File: config.mk
export PLATFORM = sky130hd
export DESIGN_NAME = fp_adder_rr_scheduler
export DESIGN_NICKNAME = d
export VERILOG_FILES = /design/src/rtl/fp_accel_pkg.sv /design/src/rtl/IEEE_754_Adder.sv /design/src/rtl/rr_arbiter.sv /design/src/rtl/fp_adder_rr_scheduler.sv
export SDC_FILE = /design/constraint.sdc
export NUM_CORES = 1
export LEC_CHECK = 0
export BUFFER_PORTS_ARGS = -buffer_cell sky130_fd_sc_hd__buf_2
export CAP_MARGIN = 20
export CORE_AREA = 5 5 292 294
export CTS_CLUSTER_SIZE = 28
export DETAILED_ROUTE_END_ITERATION = 7
export DIE_AREA = 0 0 297 299
export GPL_ROUTABILITY_DRIVEN = 0
export SLEW_MARGIN = 20
export SYNTH_ARGS = -nofsm -noshare
export SYNTH_HDL_FRONTEND = slang
export SYNTH_SLANG_ARGS = --single-unit
File: constraint.sdc
create_clock -name clk -period 23 [get_ports clk]
set_clock_uncertainty 0.2 [all_clocks]
set_input_delay 2.3 -clock clk [delete_from_list [all_inputs] [get_ports clk]]
set_output_delay 2.3 -clock clk [all_outputs]
set_load 0.1 [all_outputs]
File: src/rtl/fp_accel_pkg.sv
`default_nettype none
// ============================================================================
//  Module      : fp_accel_pkg
//  Description : Shared fp32 widths and constants for the FP accelerator units
//  Revision    : 1.0 - initial release
// ============================================================================
package fp_accel_pkg;
    localparam int          FP32_W        = 32;
    localparam logic [31:0] FP32_POS_ZERO = 32'h00000000;
    localparam logic [31:0] FP32_NEG_ZERO = 32'h80000000;
    localparam logic [31:0] FP32_ONE      = 32'h3F800000;
endpackage
`default_nettype wire

File: src/rtl/IEEE_754_Adder.sv
`default_nettype none
// ============================================================================
//  Module      : IEEE_754_Adder
//  Description : Combinational fp32 adder. Subnormal inputs are treated as
//                zero, results with exponent <= 105 flush to +0, overflow
//                saturates to signed infinity, fraction bits are truncated.
//  Revision    : 1.0 - initial release
// ============================================================================
module IEEE_754_Adder
    import fp_accel_pkg::*;
(
    input  logic [31:0] i_a,
    input  logic [31:0] i_b,
    output logic [31:0] o_sum
);
    logic               w_a_big;
    logic [31:0]        w_l;
    logic [31:0]        w_s;
    logic [7:0]         w_shift;
    logic [23:0]        w_ml;
    logic [23:0]        w_ms;
    logic [24:0]        w_mag;
    logic signed [9:0]  w_exp;

    // Align the smaller magnitude to the larger, add/subtract, renormalise and pack.
    always_comb begin
        w_a_big = (i_a[30:0] >= i_b[30:0]);
        w_l     = w_a_big ? i_a : i_b;
        w_s     = w_a_big ? i_b : i_a;
        w_shift = w_l[30:23] - w_s[30:23];
        w_ml    = {1'b1, w_l[22:0]};
        w_ms    = (w_shift > 8'd23) ? 24'd0 : ({1'b1, w_s[22:0]} >> w_shift);
        w_exp   = $signed({2'b00, w_l[30:23]});
        if (w_l[31] == w_s[31]) begin
            w_mag = {1'b0, w_ml} + {1'b0, w_ms};
        end else begin
            w_mag = {1'b0, w_ml} - {1'b0, w_ms};
        end
        if (w_mag[24]) begin
            w_mag = w_mag >> 1;
            w_exp = w_exp + 10'sd1;
        end else begin
            for (int k = 0; k < 23; k++) begin
                if (!w_mag[23] && (w_mag != 25'd0)) begin
                    w_mag = w_mag << 1;
                    w_exp = w_exp - 10'sd1;
                end
            end
        end

        // Zero operands pass the other operand through; 0 + 0 is -0 only if both are -0.
        if ((i_a[30:23] == 8'd0) && (i_b[30:23] == 8'd0)) begin
            o_sum = {i_a[31] & i_b[31], 31'd0};
        end else if (i_a[30:23] == 8'd0) begin
            o_sum = i_b;
        end else if (i_b[30:23] == 8'd0) begin
            o_sum = i_a;
        end else if (w_mag == 25'd0) begin
            o_sum = FP32_POS_ZERO;
        end else if (w_exp >= 10'sd255) begin
            o_sum = {w_l[31], 8'hFF, 23'd0};
        end else if (w_exp <= 10'sd105) begin
            o_sum = FP32_POS_ZERO;
        end else begin
            o_sum = {w_l[31], w_exp[7:0], w_mag[22:0]};
        end
    end
endmodule
`default_nettype wire

File: src/rtl/rr_arbiter.sv
`default_nettype none
// ============================================================================
//  Module      : rr_arbiter
//  Description : Round-robin arbiter. Combinational one-hot grant scanning
//                upward from the last winner; pointer moves only on a grant.
//  Revision    : 1.0 - initial release
// ============================================================================
module rr_arbiter #(
    parameter int N     = 4,
    parameter int IDX_W = (N > 1) ? $clog2(N) : 1
) (
    input  logic             clk,
    input  logic             rst,
    input  logic [N-1:0]     req,
    input  logic             en,
    output logic [N-1:0]     grant,
    output logic [IDX_W-1:0] grant_idx
);
    logic [IDX_W-1:0] r_last_grant;
    logic             w_found;
    logic [IDX_W-1:0] w_cand;

    // First requester after the last winner wins; nothing is granted while disabled.
    always_comb begin
        grant     = '0;
        grant_idx = '0;
        w_found   = 1'b0;
        w_cand    = '0;
        for (int k = 1; k <= N; k++) begin
            w_cand = IDX_W'((int'(r_last_grant) + k) % N);
            if (!w_found && en && req[w_cand]) begin
                w_found        = 1'b1;
                grant[w_cand]  = 1'b1;
                grant_idx      = w_cand;
            end
        end
    end

    // Remember the winner so it becomes lowest priority next time.
    always_ff @(posedge clk or posedge rst) begin
        if (rst) begin
            r_last_grant <= IDX_W'(N - 1);
        end else if (en && (|req)) begin
            r_last_grant <= grant_idx;
        end
    end
endmodule
`default_nettype wire

File: src/rtl/fp_adder_rr_scheduler.sv
`default_nettype none
// ============================================================================
//  Module      : fp_adder_rr_scheduler
//  Description : Shares one fp32 adder among NUM_REQ requesters with
//                round-robin grant and a 2-stage valid/ready pipeline.
//  Revision    : 1.0 - initial release
// ============================================================================
module fp_adder_rr_scheduler
    import fp_accel_pkg::*;
#(
    parameter int NUM_REQ = 4,
    parameter int ID_W    = $clog2(NUM_REQ)
) (
    input  logic                      clk,
    input  logic                      rst,
    input  logic [NUM_REQ-1:0]        req_valid,
    input  logic [NUM_REQ*FP32_W-1:0] req_a,
    input  logic [NUM_REQ*FP32_W-1:0] req_b,
    output logic [NUM_REQ-1:0]        req_ready,
    output logic                      rsp_valid,
    input  logic                      rsp_ready,
    output logic [FP32_W-1:0]         rsp_sum,
    output logic [ID_W-1:0]           rsp_id,
    output logic                      busy
);
    logic              r_s1_valid;
    logic [FP32_W-1:0] r_s1_a;
    logic [FP32_W-1:0] r_s1_b;
    logic [ID_W-1:0]   r_s1_id;
    logic              r_s2_valid;
    logic [FP32_W-1:0] r_s2_sum;
    logic [ID_W-1:0]   r_s2_id;

    logic               w_s2_free;
    logic               w_s1_adv;
    logic               w_s1_free;
    logic [NUM_REQ-1:0] w_grant;
    logic [ID_W-1:0]    w_grant_idx;
    logic [FP32_W-1:0]  w_op_a;
    logic [FP32_W-1:0]  w_op_b;
    logic [FP32_W-1:0]  w_sum;

    assign w_s2_free = !r_s2_valid || rsp_ready;
    assign w_s1_adv  = r_s1_valid && w_s2_free;
    assign w_s1_free = !r_s1_valid || w_s1_adv;

    rr_arbiter #(
        .N     (NUM_REQ),
        .IDX_W (ID_W)
    ) u_arb (
        .clk       (clk),
        .rst       (rst),
        .req       (req_valid),
        .en        (w_s1_free),
        .grant     (w_grant),
        .grant_idx (w_grant_idx)
    );

    // Select the granted requester's operands.
    always_comb begin
        w_op_a = '0;
        w_op_b = '0;
        for (int i = 0; i < NUM_REQ; i++) begin
            if (ID_W'(i) == w_grant_idx) begin
                w_op_a = req_a[i*FP32_W +: FP32_W];
                w_op_b = req_b[i*FP32_W +: FP32_W];
            end
        end
    end

    IEEE_754_Adder u_add (
        .i_a   (r_s1_a),
        .i_b   (r_s1_b),
        .o_sum (w_sum)
    );

    // S1 captures the granted operands, or empties when its add moves to S2.
    always_ff @(posedge clk or posedge rst) begin
        if (rst) begin
            r_s1_valid <= 1'b0;
            r_s1_a     <= '0;
            r_s1_b     <= '0;
            r_s1_id    <= '0;
        end else if (|w_grant) begin
            r_s1_valid <= 1'b1;
            r_s1_a     <= w_op_a;
            r_s1_b     <= w_op_b;
            r_s1_id    <= w_grant_idx;
        end else if (w_s1_adv) begin
            r_s1_valid <= 1'b0;
        end
    end

    // S2 holds the result until taken; drain and refill may share one edge.
    always_ff @(posedge clk or posedge rst) begin
        if (rst) begin
            r_s2_valid <= 1'b0;
            r_s2_sum   <= '0;
            r_s2_id    <= '0;
        end else if (w_s1_adv) begin
            r_s2_valid <= 1'b1;
            r_s2_sum   <= w_sum;
            r_s2_id    <= r_s1_id;
        end else if (rsp_ready) begin
            r_s2_valid <= 1'b0;
        end
    end

    assign req_ready = w_grant;
    assign rsp_valid = r_s2_valid;
    assign rsp_sum   = r_s2_sum;
    assign rsp_id    = r_s2_id;
    assign busy      = r_s1_valid || r_s2_valid;
endmodule
`default_nettype wire
Yosys cells after proc, flatten, opt, wreduce, memory -nomap -nowiden:

Index checks and enable logic that the tools add are counted.

* add/sub/neg operators: 31
* order comparisons: 12
* equal/unequal tests: 4
* shift operators: 1
* muxes and demuxes: 141
* bitwise logic cells: 4
* reductions and logical operators: 99

Operators with widths (count)
* two-way mux 25 bit: 47
* nonzero test 25 bit: 23
* two-way mux 32 bit: 16
* two-way mux 10 bit: 46
* subtractor 10 x 2 -> 10 bit, second input constant: 22
* logical AND 1 bit: 37
* greater-or-equal comparator 31 bit: 1
* logical NOT 1 bit: 28
* adder 24 x 24 -> 25 bit: 1
* logical NOT 25 bit: 1
* subtractor 24 x 24 -> 25 bit: 1
* two-way mux 24 bit: 1
* >> shifter 24 x 8 -> 24 bit: 1
* logical NOT 8 bit: 2
* two-way mux 4 bit: 4
* two-way mux 1 bit: 15
* less-than comparator 2 x 3 -> 1 bit, second input constant: 4
* bitwise OR 4 bit: 3
* greater-or-equal comparator 10 x 9 -> 1 bit, second input constant: 1
* <= comparator 10 x 8 -> 1 bit, second input constant: 1
* adder 8 x 1 -> 9 bit, second input constant: 1
* subtractor 8 x 1 -> 9 bit, second input constant: 1
* binary-select mux 1 bit (select 2 bit): 4
* demux 1 bit (select 2 bit): 4
* 14 further kinds: 27

* register bits: 104

Logic depth before layout (Yosys ltp):

* word-level depth: 106
* mapped depth: 110
* gate-level depth less buffers: 107

Hierarchy:

From an unflattened synthesis, not the netlist that was laid out.

* cell total of the unflattened synthesis: 3311
* area, all modules: 25493.2 um^2

By module, submodules not included
* IEEE_754_Adder: times used 1, cells each 2937, area each 19476.2 um^2, sequential area each 0.0 um^2
* fp_adder_rr_scheduler: times used 1, cells each 298, area each 5335.1 um^2, sequential area each 2552.4 um^2
* rr_arbiter: times used 1, cells each 76, area each 681.9 um^2, sequential area each 52.6 um^2

Least setup slack after synthesis:

Ideal clock, no wire load.

* path type: reg-to-reg
* start point: register r_s1_b[10]
* end point: register r_s2_sum[31] (netlist: rsp_sum[31])
* arrival time: 22233 ps
* data required time: 22722 ps
* setup slack: 489 ps
* cell stages (with the launch flop): 106
* path buffers: 8
* path through: dfrtp_1 > clkbuf_1 > inv_1 > ha_1 > nand4_1 > or4_1 > o2111ai_1 > o21ai_1 > a21boi_1 > nor2_1 > ha_1 > clkbuf_1 > buf_6 > buf_2 > dlygate4sd3_1 > o211ai_1 > o22ai_1 > a211oi_1 > [70 not listed] > a21oi_1 > ha_1 > mux2_2 > ha_1 > mux2_2 > ha_1 > mux2_2 > ha_1 > mux2_2 > ha_1 > and3_1 > a221o_1 > o211ai_1 > a21oi_1 > nor3_1 > nor3_4 > or4_1 > a21oi_1

* longest elaborated chain between the ends: 106
* elaborated cells between the ends (all ways): 205

Ends and longest elaborated chain
* from (decl): line fp_adder_rr_scheduler.sv:28 `logic [FP32_W-1:0] r_s1_b;`
* from (signal assigned): line fp_adder_rr_scheduler.sv:87 `r_s1_b <= w_op_b;`
* branches (longest 102 deep; another with greater-or-equal comparator 31 bit)
* two-way mux 32 bit (*): line IEEE_754_Adder.sv:58 `end else if (w_mag == 25'd0) begin`
* two-way mux 32 bit (*): line IEEE_754_Adder.sv:56 `end else if (i_b[30:23] == 8'd0) begin`
* two-way mux 32 bit (*): line IEEE_754_Adder.sv:54 `end else if (i_a[30:23] == 8'd0) begin`
* two-way mux 32 bit (*): line IEEE_754_Adder.sv:52 `if ((i_a[30:23] == 8'd0) && (i_b[30:23] == 8'd0)) begin`
* to (signal assigned): line fp_adder_rr_scheduler.sv:102 `r_s2_sum <= w_sum;`
* to (decl): line fp_adder_rr_scheduler.sv:31 `logic [FP32_W-1:0] r_s2_sum;`

Every way passes the cells marked *. The select of a mux whose other input is x is not followed.
A chain may end at the register's enable or synchronous reset.

Worst setup path after layout:

* start point: register r_s1_b[6]
* end point: register r_s2_sum[28] (netlist: rsp_sum[28])

Same word-level chain as after synthesis.

==> results.sh <==
export IMPL_start_kind="flip-flop"
export IMPL_ys_async_sr_fraction_pct=100
export IMPL_place_area_mm2=0.0280
export IMPL_worst_r2r_cell_count=102
export IMPL_synth_mux_area_fraction_pct=9.04
export IMPL_cap_viol_max_count=0
export IMPL_grt_antenna_before_repair=3
export IMPL_die_h_um=299
export IMPL_clock_latency_ps=380
export IMPL_root_buffer="sky130_fd_sc_hd__clkbuf_16"
export IMPL_synth_cells=3584
export IMPL_detail_route_drc_violations=9
export IMPL_synth_most_common_cell="sky130_fd_sc_hd__nand2_1"
export IMPL_clkSinkCount=104
export IMPL_dieWidth_um=297
export IMPL_top_ff_cell_synth="sky130_fd_sc_hd__dfrtp_1"
export IMPL_total_via_count_in_the_routed_design=29327
export IMPL_timing_critical_path_required_ps=23100
export IMPL_critPathCaptureType="flip-flop"
export IMPL_fmax_mhz=45.2
export IMPL_hpwl_mm=81.6
export IMPL_worstPathMaxFanout=7
export IMPL_grt_pass1_wl_mm=156
export IMPL_critPathKind="reg -> reg"
export IMPL_critical_path_top_cell_by_count="sky130_fd_sc_hd__ha_1"
export IMPL_final_seq_area_mm2=0.00261
export IMPL_io_pin_count=303
export IMPL_place_port_buffers=302
export IMPL_antenna_violating_nets_post_route=0
export IMPL_finalCriticalPeriod_ps=22140
export IMPL_floorplan_initialDensity_pct=29.5
export IMPL_worst_path_max_delay_cell="sky130_fd_sc_hd__or4_4"
export IMPL_post_synth_num_cell_types=138
export IMPL_area_fraction_in_compound_gates_after_synthesis_pct=29.7
export IMPL_syn_cell_area_mm2=0.0244
export IMPL_num_fill_cells=8892
export IMPL_synth_nets=3937
export IMPL_final_hold_worst_slack_ps=276
export IMPL_critPathArrivalTime_ps=22230
export IMPL_post_route_core_utilization_pct=35.4
export IMPL_synth_simple_area_share_pct=31.2
export IMPL_timing_hold_worst_class="reg -> reg"
export IMPL_maximum_number_of_pins_on_one_net_before_global_route_repair=99
export IMPL_placeableCoreArea_mm2=0.0826
export IMPL_post_route_design_area_mm2=0.0292
export IMPL_finalWirelength_mm=102
export IMPL_clock_pin_slew_reported_for_the_worst_setup_and_hold_paths_after_clock_tree_synthesis_ps=80
export IMPL_cts_htree_levels=3
export IMPL_violations="design-rule violations"
export IMPL_max_slew_margin_rel_pct=32.2
export IMPL_ys_top_cells_by_area="sky130_fd_sc_hd__dfrtp_1 (10%), sky130_fd_sc_hd__nand2_1 (7.8%), sky130_fd_sc_hd__nor2_1 (7.3%)"
export IMPL_multiInputGateArea_mm2=0.0209
export IMPL_grt_overflow_total=0
export IMPL_synth_xor_area_share_pct=7.93
export IMPL_worstHoldPathCells=2
export IMPL_first_iter_violations=3191
export IMPL_synth_top_cell_area_share_pct=10.5
export IMPL_synth_top_family_by_area="simple AND/OR/NAND/NOR gates"
export IMPL_yosys_area_top_type="sky130_fd_sc_hd__dfrtp_1"
export IMPL_per_cell_routed_wire_length_um=20.1
export IMPL_synth_seq_cells=104
export IMPL_avgSynthCellArea_um2=6.80
export IMPL_period_share_pct=96.2
export IMPL_routed_via_density=5.80
export IMPL_seq_area_frac_synth_pct=10.7
export IMPL_n_antenna_cell=0
export IMPL_grt_overall_usage_pct=21.3
export IMPL_slew_violations=0
export IMPL_placementRows=106
export IMPL_syn2layout_area_growth_pct=19.8
export IMPL_hold_viol=0
export IMPL_clock_tree_buffer_depth=2
export IMPL_cts_tree="built"
export IMPL_dieArea_mm2=0.0888
export IMPL_fin_setup_tns_ps=0
export IMPL_grt_pass1_vias=27375
export IMPL_report_final_setup_viol=0
export IMPL_status="complete, but fails checks"
export IMPL_detailedRoute_firstPassIterationCount=8
export IMPL_critical_path_max_stage_delay_ps=540
export IMPL_design_final_nets=4321
export IMPL_synth_warning_count=0
export IMPL_layout_drive_gt1_share_pct=22.5
export IMPL_cts_inserted_buffers=9
export IMPL_worst_slew_pin_transition_ps=1010
export IMPL_synthesized_area_fraction_occupied_by_adder_cells_pct=4.81
export IMPL_synth_commonest_cells="sky130_fd_sc_hd__nand2_1 (508), sky130_fd_sc_hd__nor2_1 (472), sky130_fd_sc_hd__o21ai_0 (327)"
export IMPL_count_of_flip_flops_with_a_built_in_enable_after_synthesis=0
## cell families after synthesis
family,after synthesis
and+or+nand+nor,1606
DFF,104
xor gates and xnor gates,212
muxes,196
AOI/OAI and AO/OA,1066
adders and majority gates,94
buffers and inverters,306
## cell type report
class	instances	share of cell area, %
multi-input cells	3177	71.5
repair buffers	573	12.6
flip-flops and latches	104	8.92
well taps	1080	4.63
inverters	103	1.33
clock buffers	11	0.831
clock inverters	5	0.163
## per-layer routing
layer | up-vias | GRT usage [%] | part of all wire (%)
li1 | 13957 | - | -
met1 | 13588 | 28.5 | 42
met2 | 1555 | 34.2 | 44
met3 | 227 | 4.30 | 10
met4 | 0 | 7.64 | 4.0
met5 | - | 0 | 0
## stage by stage
stage,worst slack (ps),std cells
floorplan,489,3584
global placement,-84.0,5004
detailed placement,-396,5004
CTS,-12.8,5029
global route,-207,5053
finish,863,5053
## critical path: cells and delay by family (launching register included)
kind,cells,cell delay (ps)
muxes,11,3030
xor gates and xnor gates,1,100
and+or+nand+nor,30,5780
DFF,1,350
buffers and inverters,12,1630
adders and majority gates,19,5290
AOI/OAI and AO/OA,29,5690
## placed cells by master, fill, tap and decap left out, drive strengths merged, types with 29 or more instances in the layout
master / instances
a221oi: 38
nor4: 40
nor2: 476
buf: 573
mux2: 52
inv: 105
a211oi: 44
nor3: 109
xnor2: 128
a31oi: 43
nand2b: 36
or3: 32
dfrtp: 102
and3: 29
and2: 38
a21oi: 177
nand3: 171
nand4: 37
ha: 89
o21ai: 352
o211ai: 42
mux2i: 132
o22ai: 55
nand2: 510
a21o: 36
xor2: 84
## sequential cells by signal, summed over array words and instances (netlist names)
name and cells:
r_s1_valid 1, r_s1_id 2, rsp_valid 1, rsp_sum 32
u_arb.r_last_grant 2, r_s1_a 32, r_s1_b 32, rsp_id 2
## repair_timing
item                                    in CTS  in global routing
hold buffers                                 0                  0
gates resized for setup                     12                134
setup buffers                                6                 24
pin swaps                                    6                 53
gates cloned                                 3                  0
endpoints found under the setup margin      31                 32
## final timing paths
check | from | to | slack, ps
setup / recovery | r_s1_b[6] | rsp_sum[28] | 860
hold / removal | r_s1_id[0] | rsp_id[0] | 280
setup reg to reg | r_s1_b[6] | rsp_sum[28] | 860
hold reg to reg | r_s1_id[0] | rsp_id[0] | 280
max in group asynchronous | rst | r_s1_b[21] | 19570
min in group asynchronous | rst | rsp_sum[27] | 1800
Power is not shown: default switching activity piles up to over one toggle a cycle in this logic, so the estimate is an artifact.
